==> src/rtl/serial_paralelo_lane.sv <==
// serial_paralelo_lane: per-lane serial-to-parallel converter with COM lock.
// Optional SP_RELOCK_EN: realign after repeated misaligned COM symbols.
module serial_paralelo_lane #(
    parameter logic [7:0]  COM_SYMBOL     = 8'hBC,
    parameter int unsigned BC_LOCK        = 4,
    parameter int unsigned MISALIGN_LIMIT = 2
) (
    input  logic       clk_8f,
    input  logic       reset,
    input  logic       data_in,
    output logic [7:0] data_out,
    output logic       valid_out,
    output logic       byte_strobe,
    output logic       active
);
    localparam int CW = $clog2(BC_LOCK + 1);
    localparam logic [CW-1:0] LOCK_N = CW'(BC_LOCK);

    typedef enum logic [1:0] {
        S_SEARCH,
        S_ALIGNED,
        S_ACTIVE
    } state_t;

    state_t        r_state, w_state_nxt;
    logic [6:0]    r_sr;
    logic [2:0]    r_bit_cnt, w_bit_nxt;
    logic [CW-1:0] r_com_cnt, w_com_nxt, w_com_inc;
    logic [7:0]    r_data, w_data_nxt;
    logic          r_valid, w_valid_nxt;
    logic          r_strobe, w_strobe_nxt;
    logic          r_active, w_active_nxt;
    logic [7:0]    w_window;
    logic          w_is_com;
    logic          w_boundary;

    assign w_window   = {r_sr, data_in};
    assign w_is_com   = (w_window == COM_SYMBOL);
    assign w_boundary = (r_bit_cnt == 3'd7);
    assign w_com_inc  = r_com_cnt + CW'(1);

`ifdef SP_RELOCK_EN
    localparam int MW = $clog2(MISALIGN_LIMIT + 1);
    localparam logic [MW-1:0] MIS_N = MW'(MISALIGN_LIMIT);
    logic [MW-1:0] r_mis_cnt, w_mis_nxt, w_mis_inc;
    assign w_mis_inc = r_mis_cnt + MW'(1);

    // Misaligned-COM counter register
    always_ff @(posedge clk_8f or posedge reset) begin
        if (reset) r_mis_cnt <= '0;
        else       r_mis_cnt <= w_mis_nxt;
    end
`else
    logic w_unused_mis;
    assign w_unused_mis = (MISALIGN_LIMIT == 0);
`endif

    // State, shift register, counters and output registers
    always_ff @(posedge clk_8f or posedge reset) begin
        if (reset) begin
            r_state   <= S_SEARCH;
            r_sr      <= '0;
            r_bit_cnt <= '0;
            r_com_cnt <= '0;
            r_data    <= 8'h00;
            r_valid   <= 1'b0;
            r_strobe  <= 1'b0;
            r_active  <= 1'b0;
        end else begin
            r_state   <= w_state_nxt;
            r_sr      <= w_window[6:0];
            r_bit_cnt <= w_bit_nxt;
            r_com_cnt <= w_com_nxt;
            r_data    <= w_data_nxt;
            r_valid   <= w_valid_nxt;
            r_strobe  <= w_strobe_nxt;
            r_active  <= w_active_nxt;
        end
    end

    // Next-state logic: sliding search, boundary lock, byte emission
    always_comb begin
        w_state_nxt  = r_state;
        w_bit_nxt    = r_bit_cnt;
        w_com_nxt    = r_com_cnt;
        w_data_nxt   = r_data;
        w_valid_nxt  = r_valid;
        w_strobe_nxt = 1'b0;
        w_active_nxt = r_active;
`ifdef SP_RELOCK_EN
        w_mis_nxt    = r_mis_cnt;
`endif
        unique case (r_state)
            S_SEARCH: begin
                if (w_is_com) begin
                    w_bit_nxt = '0;
                    w_com_nxt = CW'(1);
                    if (BC_LOCK == 1) begin
                        w_state_nxt  = S_ACTIVE;
                        w_active_nxt = 1'b1;
                    end else begin
                        w_state_nxt = S_ALIGNED;
                    end
                end
            end
            S_ALIGNED: begin
                w_bit_nxt = r_bit_cnt + 3'd1;
                if (w_boundary) begin
                    if (w_is_com) begin
                        w_com_nxt = w_com_inc;
                        if (w_com_inc == LOCK_N) begin
                            w_state_nxt  = S_ACTIVE;
                            w_active_nxt = 1'b1;
                        end
                    end else begin
                        w_state_nxt = S_SEARCH;
                        w_com_nxt   = '0;
                    end
                end
            end
            S_ACTIVE: begin
                w_bit_nxt = r_bit_cnt + 3'd1;
                if (w_boundary) begin
                    w_strobe_nxt = 1'b1;
                    w_valid_nxt  = !w_is_com;
                    if (!w_is_com) w_data_nxt = w_window;
`ifdef SP_RELOCK_EN
                    if (w_is_com) w_mis_nxt = '0;
                end else if (w_is_com) begin
                    if (w_mis_inc == MIS_N) begin
                        w_active_nxt = 1'b0;
                        w_state_nxt  = S_ALIGNED;
                        w_com_nxt    = CW'(1);
                        w_bit_nxt    = '0;
                        w_mis_nxt    = '0;
                    end else begin
                        w_mis_nxt = w_mis_inc;
                    end
`endif
                end
            end
            default: w_state_nxt = S_SEARCH;
        endcase
    end

    assign data_out    = r_data;
    assign valid_out   = r_valid;
    assign byte_strobe = r_strobe;
    assign active      = r_active;
endmodule

==> config.mk <==
export PLATFORM = sky130hd
export DESIGN_NAME = serial_paralelo_lane
export DESIGN_NICKNAME = d
export VERILOG_FILES = /design/src/rtl/serial_paralelo_lane.sv
export SDC_FILE = /design/constraint.sdc
export NUM_CORES = 1
export LEC_CHECK = 0
export CAP_MARGIN = 10
export CORE_UTILIZATION = 30
export CTS_CLUSTER_SIZE = 40
export DETAILED_ROUTE_END_ITERATION = 8
export HOLD_SLACK_MARGIN = 0.02
export PLACE_DENSITY = 0.59
export SLEW_MARGIN = 15
export SYNTH_ARGS = -nofsm -noshare
export SYNTH_HDL_FRONTEND = slang
export SYNTH_SLANG_ARGS = --single-unit
==> constraint.sdc <==
create_clock -name clk_8f -period 1.5 [get_ports clk_8f]
set_input_delay 0.225 -clock clk_8f [delete_from_list [all_inputs] [get_ports clk_8f]]
set_output_delay 0.225 -clock clk_8f [all_outputs]
set_load 0.02 [all_outputs]
==> summary.md, run 1 <==
| Metric | Value |
|---|---|
| Reg clk slew, reported paths | `around 0.090 ns` |
| Multi-input gate area | `approximately 600 um^2` |
| Worst Path Max Fanout | `3` |
| # DRC | `0` |
| CP Cell Sequence | `ha_2, nor2b_4, o21a_1, o211ai_2, mux2_4` |
| Hold depth | `1` |
| Headroom to the max-slew limit | `78.77%` |
| WP data required | `about 1.7 ns` |
| Layout Skew | `roughly 0.0027 ns` |
| Routed Antenna Nets | `0` |
| Vias in the first global route | `851` |
| Seq/Total Area, Yosys | `54.85%` |
| Worst Setup End Kind | `flop` |
| Failing checks | `negative setup slack` |
| Synth-to-Final Area Change | `44.73%` |
| Final Non-Filler Cells | `between 150 and 200` |
| FFs w/ async S/R, synth | `between 90% and 100%` |
| Buf/Inv on CP | `0` |
| Initial Utilization | `between 30% and 40%` |
| Htree depth | `1` |
| Clk_lat worst skew | `roughly 0.27 ns` |
| Logic pwr share | `roughly 6%` |
| Sequential share of power | `a little over half` |
| Synth top area share | `a little over half` |
| Syn. warnings | `0` |
| Critical Path AT | `1.69 ns` |
| Met1 WL | `between 1000 and 1500 um` |
| Synthesized Nets | `96` |
| Core area | `~0.0037 mm^2` |
| Worst Setup Start Kind | `flop` |
| Final hold vios | `0` |
| Seq. cell area | `650.6 um^2` |
| Clock tree buffer depth | `2` |
| Top delay family on crit path | `flip-flops` |
| Root Driver | `clkbuf_8` |
| Routed wl met3 | `76 um` |
| DR pass1 iterations | `4` |
| CTS buffer count | `3` |
| Drt via density | `4.804` |
| CTS tree | `done` |
| Routed len/inst | `approximately 13 um` |
| Gpl congestion | `between 0.7 and 0.8` |
| Final setup fails | `2` |
| Clock power share | `roughly two fifths` |
| Crit path kind | `reg2reg` |
| Die area | `~0.0042 mm^2` |
| Hpwl dp | `between 1500 and 2000 um` |
| Crit-path max cell delay | `approximately 0.40 ns` |
| Power Density | `817.3 mW/mm^2` |
| Cell Area, Synth | `0.001186 mm^2` |
| Achievable Freq | `between 600 and 700 MHz` |
| Worst Hold Class | `in2reg` |
| Antenna cells | `0` |
| Status | `finished, violations left` |
| DR iter-0 viols | `17` |
| Cells after synthesis | `85` |
| Switching share of total power | `approximately a fifth` |
| Post-route cell area | `between 0.0015 and 0.002 mm^2` |
| # rows | `22` |
| Ports | `14` |
| Die height | `roughly 65 um` |
| Synth area leader | `dfrtp_1` |
| Top post-synthesis cells by area | `dfrtp_1 55%, mux2_2 8.5%, ha_1 8.4%, a22o_1 4.4%, nand4bb_4 2.3%` |
| Fill cells | `325` |
| Total wire length | `2243 um` |
| Die Wd | `about 65 um` |
| Grt ovf | `0` |
| First-pass GRT wire length | `4029 um` |
| Max-Cap Viols | `0` |
| Initial antenna violation count | `0` |
| Slew @ Worst Pin | `around 0.32 ns` |
| Worst vdd ir | `around 0.43 mV` |
| P_sw | `0.0002826 W` |
| Clock sinks | `26` |
| Crit path depth | `5` |
| #FFs+latches synth | `26` |
| Number of flops mapped to enable cells by yosys | `0` |
| Via count | `slightly above 800` |
| Nets | `roughly 130` |
| Reg2Reg Depth | `5` |
| Placed cell areas | `0.001488 mm^2` |
| Final WS setup | `-0.02977 ns` |
| Cell internal pwr | `0.001120 W` |
| Hold Worst Slack | `around 0.16 ns` |
| Syn avg cell area | `about 14 um^2` |
| Largest net degree at the start of global routing | `27` |
| DP Cell Count | `160` |
| Port Buf Inserts | `13` |
| Slowest-stage cell, CP | `dfrtp_1` |
| Tot GR Track Use | `12.50%` |
| Synth cell types | `29` |
| Primary FF master, synth | `dfrtp_1` |
| Share of layout cells above drive strength 1 | `45.83%` |
| RSZ-0062 raised after global routing | `yes` |
| Setup TNS Final | `-0.04308 ns` |
| Slew Limit Fails | `0` |
| Met2 wire len | `around 1000 um` |
| Final min period | `around 1.5 ns` |
| Final worst-path cycle share | `102.0%` |
| Pleak | `0.8406 nW` |
| Topmost layer with routed signal wires | `met4` |
[power by group through the flow]
| stage | logic [W] | clock network (W) | registers, W |
|---|---|---|---|
| 2_1_floorplan | 0.0000293 | 0 | 0.000763 |
| 3_3_place_gp | 0.0000798 | 0 | 0.000752 |
| 3_5_place_dp | 0.0000811 | 0 | 0.000753 |
| 4_1_cts | 0.0000833 | 0.000590 | 0.000741 |
| 5_1_grt | 0.0000916 | 0.000630 | 0.000743 |
| 6_report | 0.0000838 | 0.000580 | 0.000739 |
[layer usage]
metal | vias to the layer above | GRT usage [%]
met5 | - | 0
met4 | 0 | 5.833
met3 | 7 | 2.465
met2 | 19 | 19.27
met1 | 394 | 16.72
li1 | 387 | -
[worst paths after layout]
check	from	end	slack [ns]
min	data_in	r_sr[0]	0.16
max in group asynchronous	reset	data_out[4]	0.96
max reg2reg	r_com_cnt[1]	r_state[0]	-0.03
min in group asynchronous	reset	r_bit_cnt[0]	0.29
max	r_com_cnt[1]	r_state[0]	-0.03
min reg2reg	r_sr[0]	r_sr[1]	0.45
[state kept, by name (all words and copies together) (netlist names)]
register	cells
active	1
byte_strobe	1
data_out	8
r_bit_cnt	3
r_com_cnt	3
r_sr	7
r_state	2
valid_out	1
[cell type report]
class	instances	area share, %
clock buffers	3	2.405
clock inverters	1	1.749
well taps	48	3.499
repair buffers	31	18.00
inverters	6	1.458
multi-input cells	53	34.99
flip-flops and latches	26	37.90
[cells in the final DEF (no fill, tap or decap), types with 2 or more instances in the layout]
master,instances
nand3_1,2
clkbuf_8,3
a22o_1,6
a21oi_1,2
mux2_2,9
ha_1,2
a311o_1,2
dlymetal6s2s_1,11
inv_1,4
dfrtp_1,26
ha_2,5
clkdlybuf4s50_1,2
nor2_4,3
buf_4,16
[per-stage QoR]
step                utilization (%)  setup slack (ns)  power [W]
detailed placement            40.03           -0.3040  0.0008339
global route                  46.20          -0.08790   0.001465
global placement              40.03           -0.2673  0.0008321
floorplan                         -        -0.0008177  0.0007921
CTS                           44.24          -0.01406   0.001414
finish                        46.20          -0.02977   0.001403
[kinds of logic after synthesis]
family	Yosys count	synth area share, %
AOI/OAI and AO/OA	20	13.82
adders and majority gates	8	8.439
buffers and inverters	7	2.215
DFF	26	54.85
muxes	10	9.810
and+or+nand+nor	14	10.86
[cell usage after synthesis, types with 2 or more instances]
cell type and count:
dfrtp_1 26, mux2_2 9, ha_1 8, a22o_1 6, inv_1 6, a21oi_1 4, a311o_1 2, nand3_1 2
nor2b_1 2
[repair_timing]
action,CTS,global route
gates cloned,1,0
setup endpoints to repair,14,24
resized for setup,16,19
hold buffers,0,0
pin swaps,6,6
setup buffers,3,2
Power figures use the tool's default switching activity.
==> inputs of run 2 (changes only) <==
--- a/config.mk
+++ b/config.mk
@@ -10,7 +10,7 @@
 export CTS_CLUSTER_SIZE = 40
 export DETAILED_ROUTE_END_ITERATION = 8
 export HOLD_SLACK_MARGIN = 0.02
-export PLACE_DENSITY = 0.59
+export PLACE_DENSITY = 0.57
 export SLEW_MARGIN = 15
 export SYNTH_ARGS = -nofsm -noshare
 export SYNTH_HDL_FRONTEND = slang
==> constraint.sdc (replaced) <==
create_clock -name clk_8f -period 1.9 [get_ports clk_8f]
set_input_delay 0.285 -clock clk_8f [delete_from_list [all_inputs] [get_ports clk_8f]]
set_output_delay 0.285 -clock clk_8f [all_outputs]
set_load 0.02 [all_outputs]
==> run 2 against run 1 <==
Effect of this change: the flow now finishes without violations; flip-flop and latch count did not move; combinational power fell by 25%; via count fell by 9.0%; critical endpoint is now data_out[6].
==> summary.md, run 2 (synthesized netlist as in run 1, its figures left out) <==
| Metric | Value |
|---|---|
| Crit path kind | `reg2reg` |
| Routed len/inst | `approximately 14 um` |
| Gpl congestion | `between 0.8 and 0.9` |
| Vias in the first global route | `slightly below 800` |
| Die Wd | `roughly 65 um` |
| Share of layout cells above drive strength 1 | `20.79%` |
| First-pass GRT wire length | `approximately 3600 um` |
| Root Driver | `clkbuf_8` |
| Slew Limit Fails | `0` |
| Final min period | `1.735 ns` |
| Total wire length | `2016 um` |
| Worst Hold Class | `in2async` |
| DR pass1 iterations | `3` |
| Ports | `14` |
| Worst Path Max Fanout | `9` |
| Slew @ Worst Pin | `between 0.3 and 0.4 ns` |
| Largest net degree at the start of global routing | `27` |
| Hold_buf cts | `0` |
| Clk_lat worst skew | `~0.26 ns` |
| Die area | `0.004209 mm^2` |
| Via count | `roughly 730` |
| Htree depth | `1` |
| CTS buffer count | `3` |
| Power Density | `around 670 mW/mm^2` |
| DR iter-0 viols | `6` |
| Most frequent cells in the layout | `26 x dfrtp_1, 13 x clkdlybuf4s50_1, 9 x mux2_2` |
| Hpwl dp | `between 1500 and 2000 um` |
| CTS tree | `done` |
| Initial antenna violation count | `0` |
| RSZ-0062 raised after global routing | `no` |
| Final setup fails | `0` |
| Worst vdd ir | `between 0.3 and 0.4 mV` |
| Clock tree buffer depth | `2` |
| Max-Cap Viols | `0` |
| Core area | `0.003716 mm^2` |
| Grt ovf | `0` |
| Routed Antenna Nets | `0` |
| Status | `completed` |
| Antenna cells | `0` |
| Worst Setup Start Kind | `flop` |
| Setup TNS Final | `0 ns` |
| Clock sinks | `26` |
| Achievable Freq | `a little under 600 MHz` |
| Post-CTS setup buffer count | `0` |
| Port Buf Inserts | `13` |
| Final hold vios | `0` |
| Final worst-path cycle share | `roughly nine tenths` |
| Die height | `64.88 um` |
| # DRC | `0` |
| Headroom to the max-slew limit | `between 70% and 80%` |
| Most common cell after layout, fill and taps aside | `dfrtp_1` |
| WP data required | `2.05 ns` |
| Critical Path AT | `between 1.5 and 2 ns` |
| Synth-to-Final Area Change | `19.83%` |
| Reg clk slew, reported paths | `approximately 0.080 ns` |
| Largest register FFs | `8` |
| Tot GR Track Use | `11.38%` |
| Initial Utilization | `31.92%` |
| Drt via density | `4.926` |
| # rows | `22` |
| Final Core Density | `around two fifths` |
| Nets | `114` |
| Layout Skew | `0.003061 ns` |
| Worst Setup End Kind | `flop` |
| CTS resizes | `0` |
| Pleak | `around 0.63 nW` |
-- run 2: cell types whose count changed in the layout (fill, tap and decap cells not counted), moves of 2 or more --
cell,delta
ha_1,+6
dlymetal6s2s_1,-11
a21oi_1,+2
nor2b_1,+2
ha_2,-5
clkdlybuf4s50_1,+11
inv_1,+2
nor2_4,-2
buf_4,-15
-- run 2: per-stage QoR --
stage / total power [W] / setup slack [ns] / cell area, um^2 / hold WS [ns] / instances
2_1_floorplan: 0.0006253 / 0.3123 / 1186 / 0.3164 / 85
3_3_place_gp: 0.0006571 / 0.06643 / 1380 / 0.4051 / 146
3_5_place_dp: 0.0006590 / 0.02412 / 1380 / 0.4094 / 146
4_1_cts: 0.0009582 / 0.1152 / 1421 / 0.3791 / 149
5_1_grt: 0.0009899 / 0.05269 / 1421 / 0.4021 / 149
6_report: 0.0009459 / 0.1652 / 1421 / 0.3636 / 149
-- run 2: cell type report --
cell class              count  area, um^2
inverters                   6       22.52
repair buffers             14       137.6
fillers                   378        2295
multi-input cells          52       509.2
flip-flops and latches     26       650.6
clock buffers               3       41.29
well taps                  48       60.06
-- run 2: layer usage --
metal,wire length [um],vias to the layer above,global-route usage (%)
met3,60,5,2.641
met5,0,-,0
met4,32,0,5.000
li1,-,346,-
met2,1024,12,19.79
met1,899,371,13.18
-- run 2: worst max-delay path, cell delays in order, from the launching register on --
cell and delay (ns):
dfrtp_1 0.37, ha_1 0.16, ha_1 0.24, nand2_1 0.17, nor2_4 0.30, mux2_2 0.38
-- run 2: worst paths after layout --
check	start	to	slack (ns)	depth (start not counted)
hold reg to reg	r_sr[0]	r_sr[1]	0.42	0
max in group asynchronous	reset	r_state[0]	1.29	3
setup reg to reg	r_bit_cnt[0]	data_out[6]	0.17	5
setup / recovery	r_bit_cnt[0]	data_out[6]	0.17	5
min in group clk_8f	r_sr[0]	r_sr[1]	0.42	0
hold / removal	reset	data_out[4]	0.36	3
-- run 2: where the power goes --
part           internal [W]  switching (W)
logic             0.0000315      0.0000313
clock network      0.000142       0.000159
registers          0.000569      0.0000134
total              0.000743       0.000203
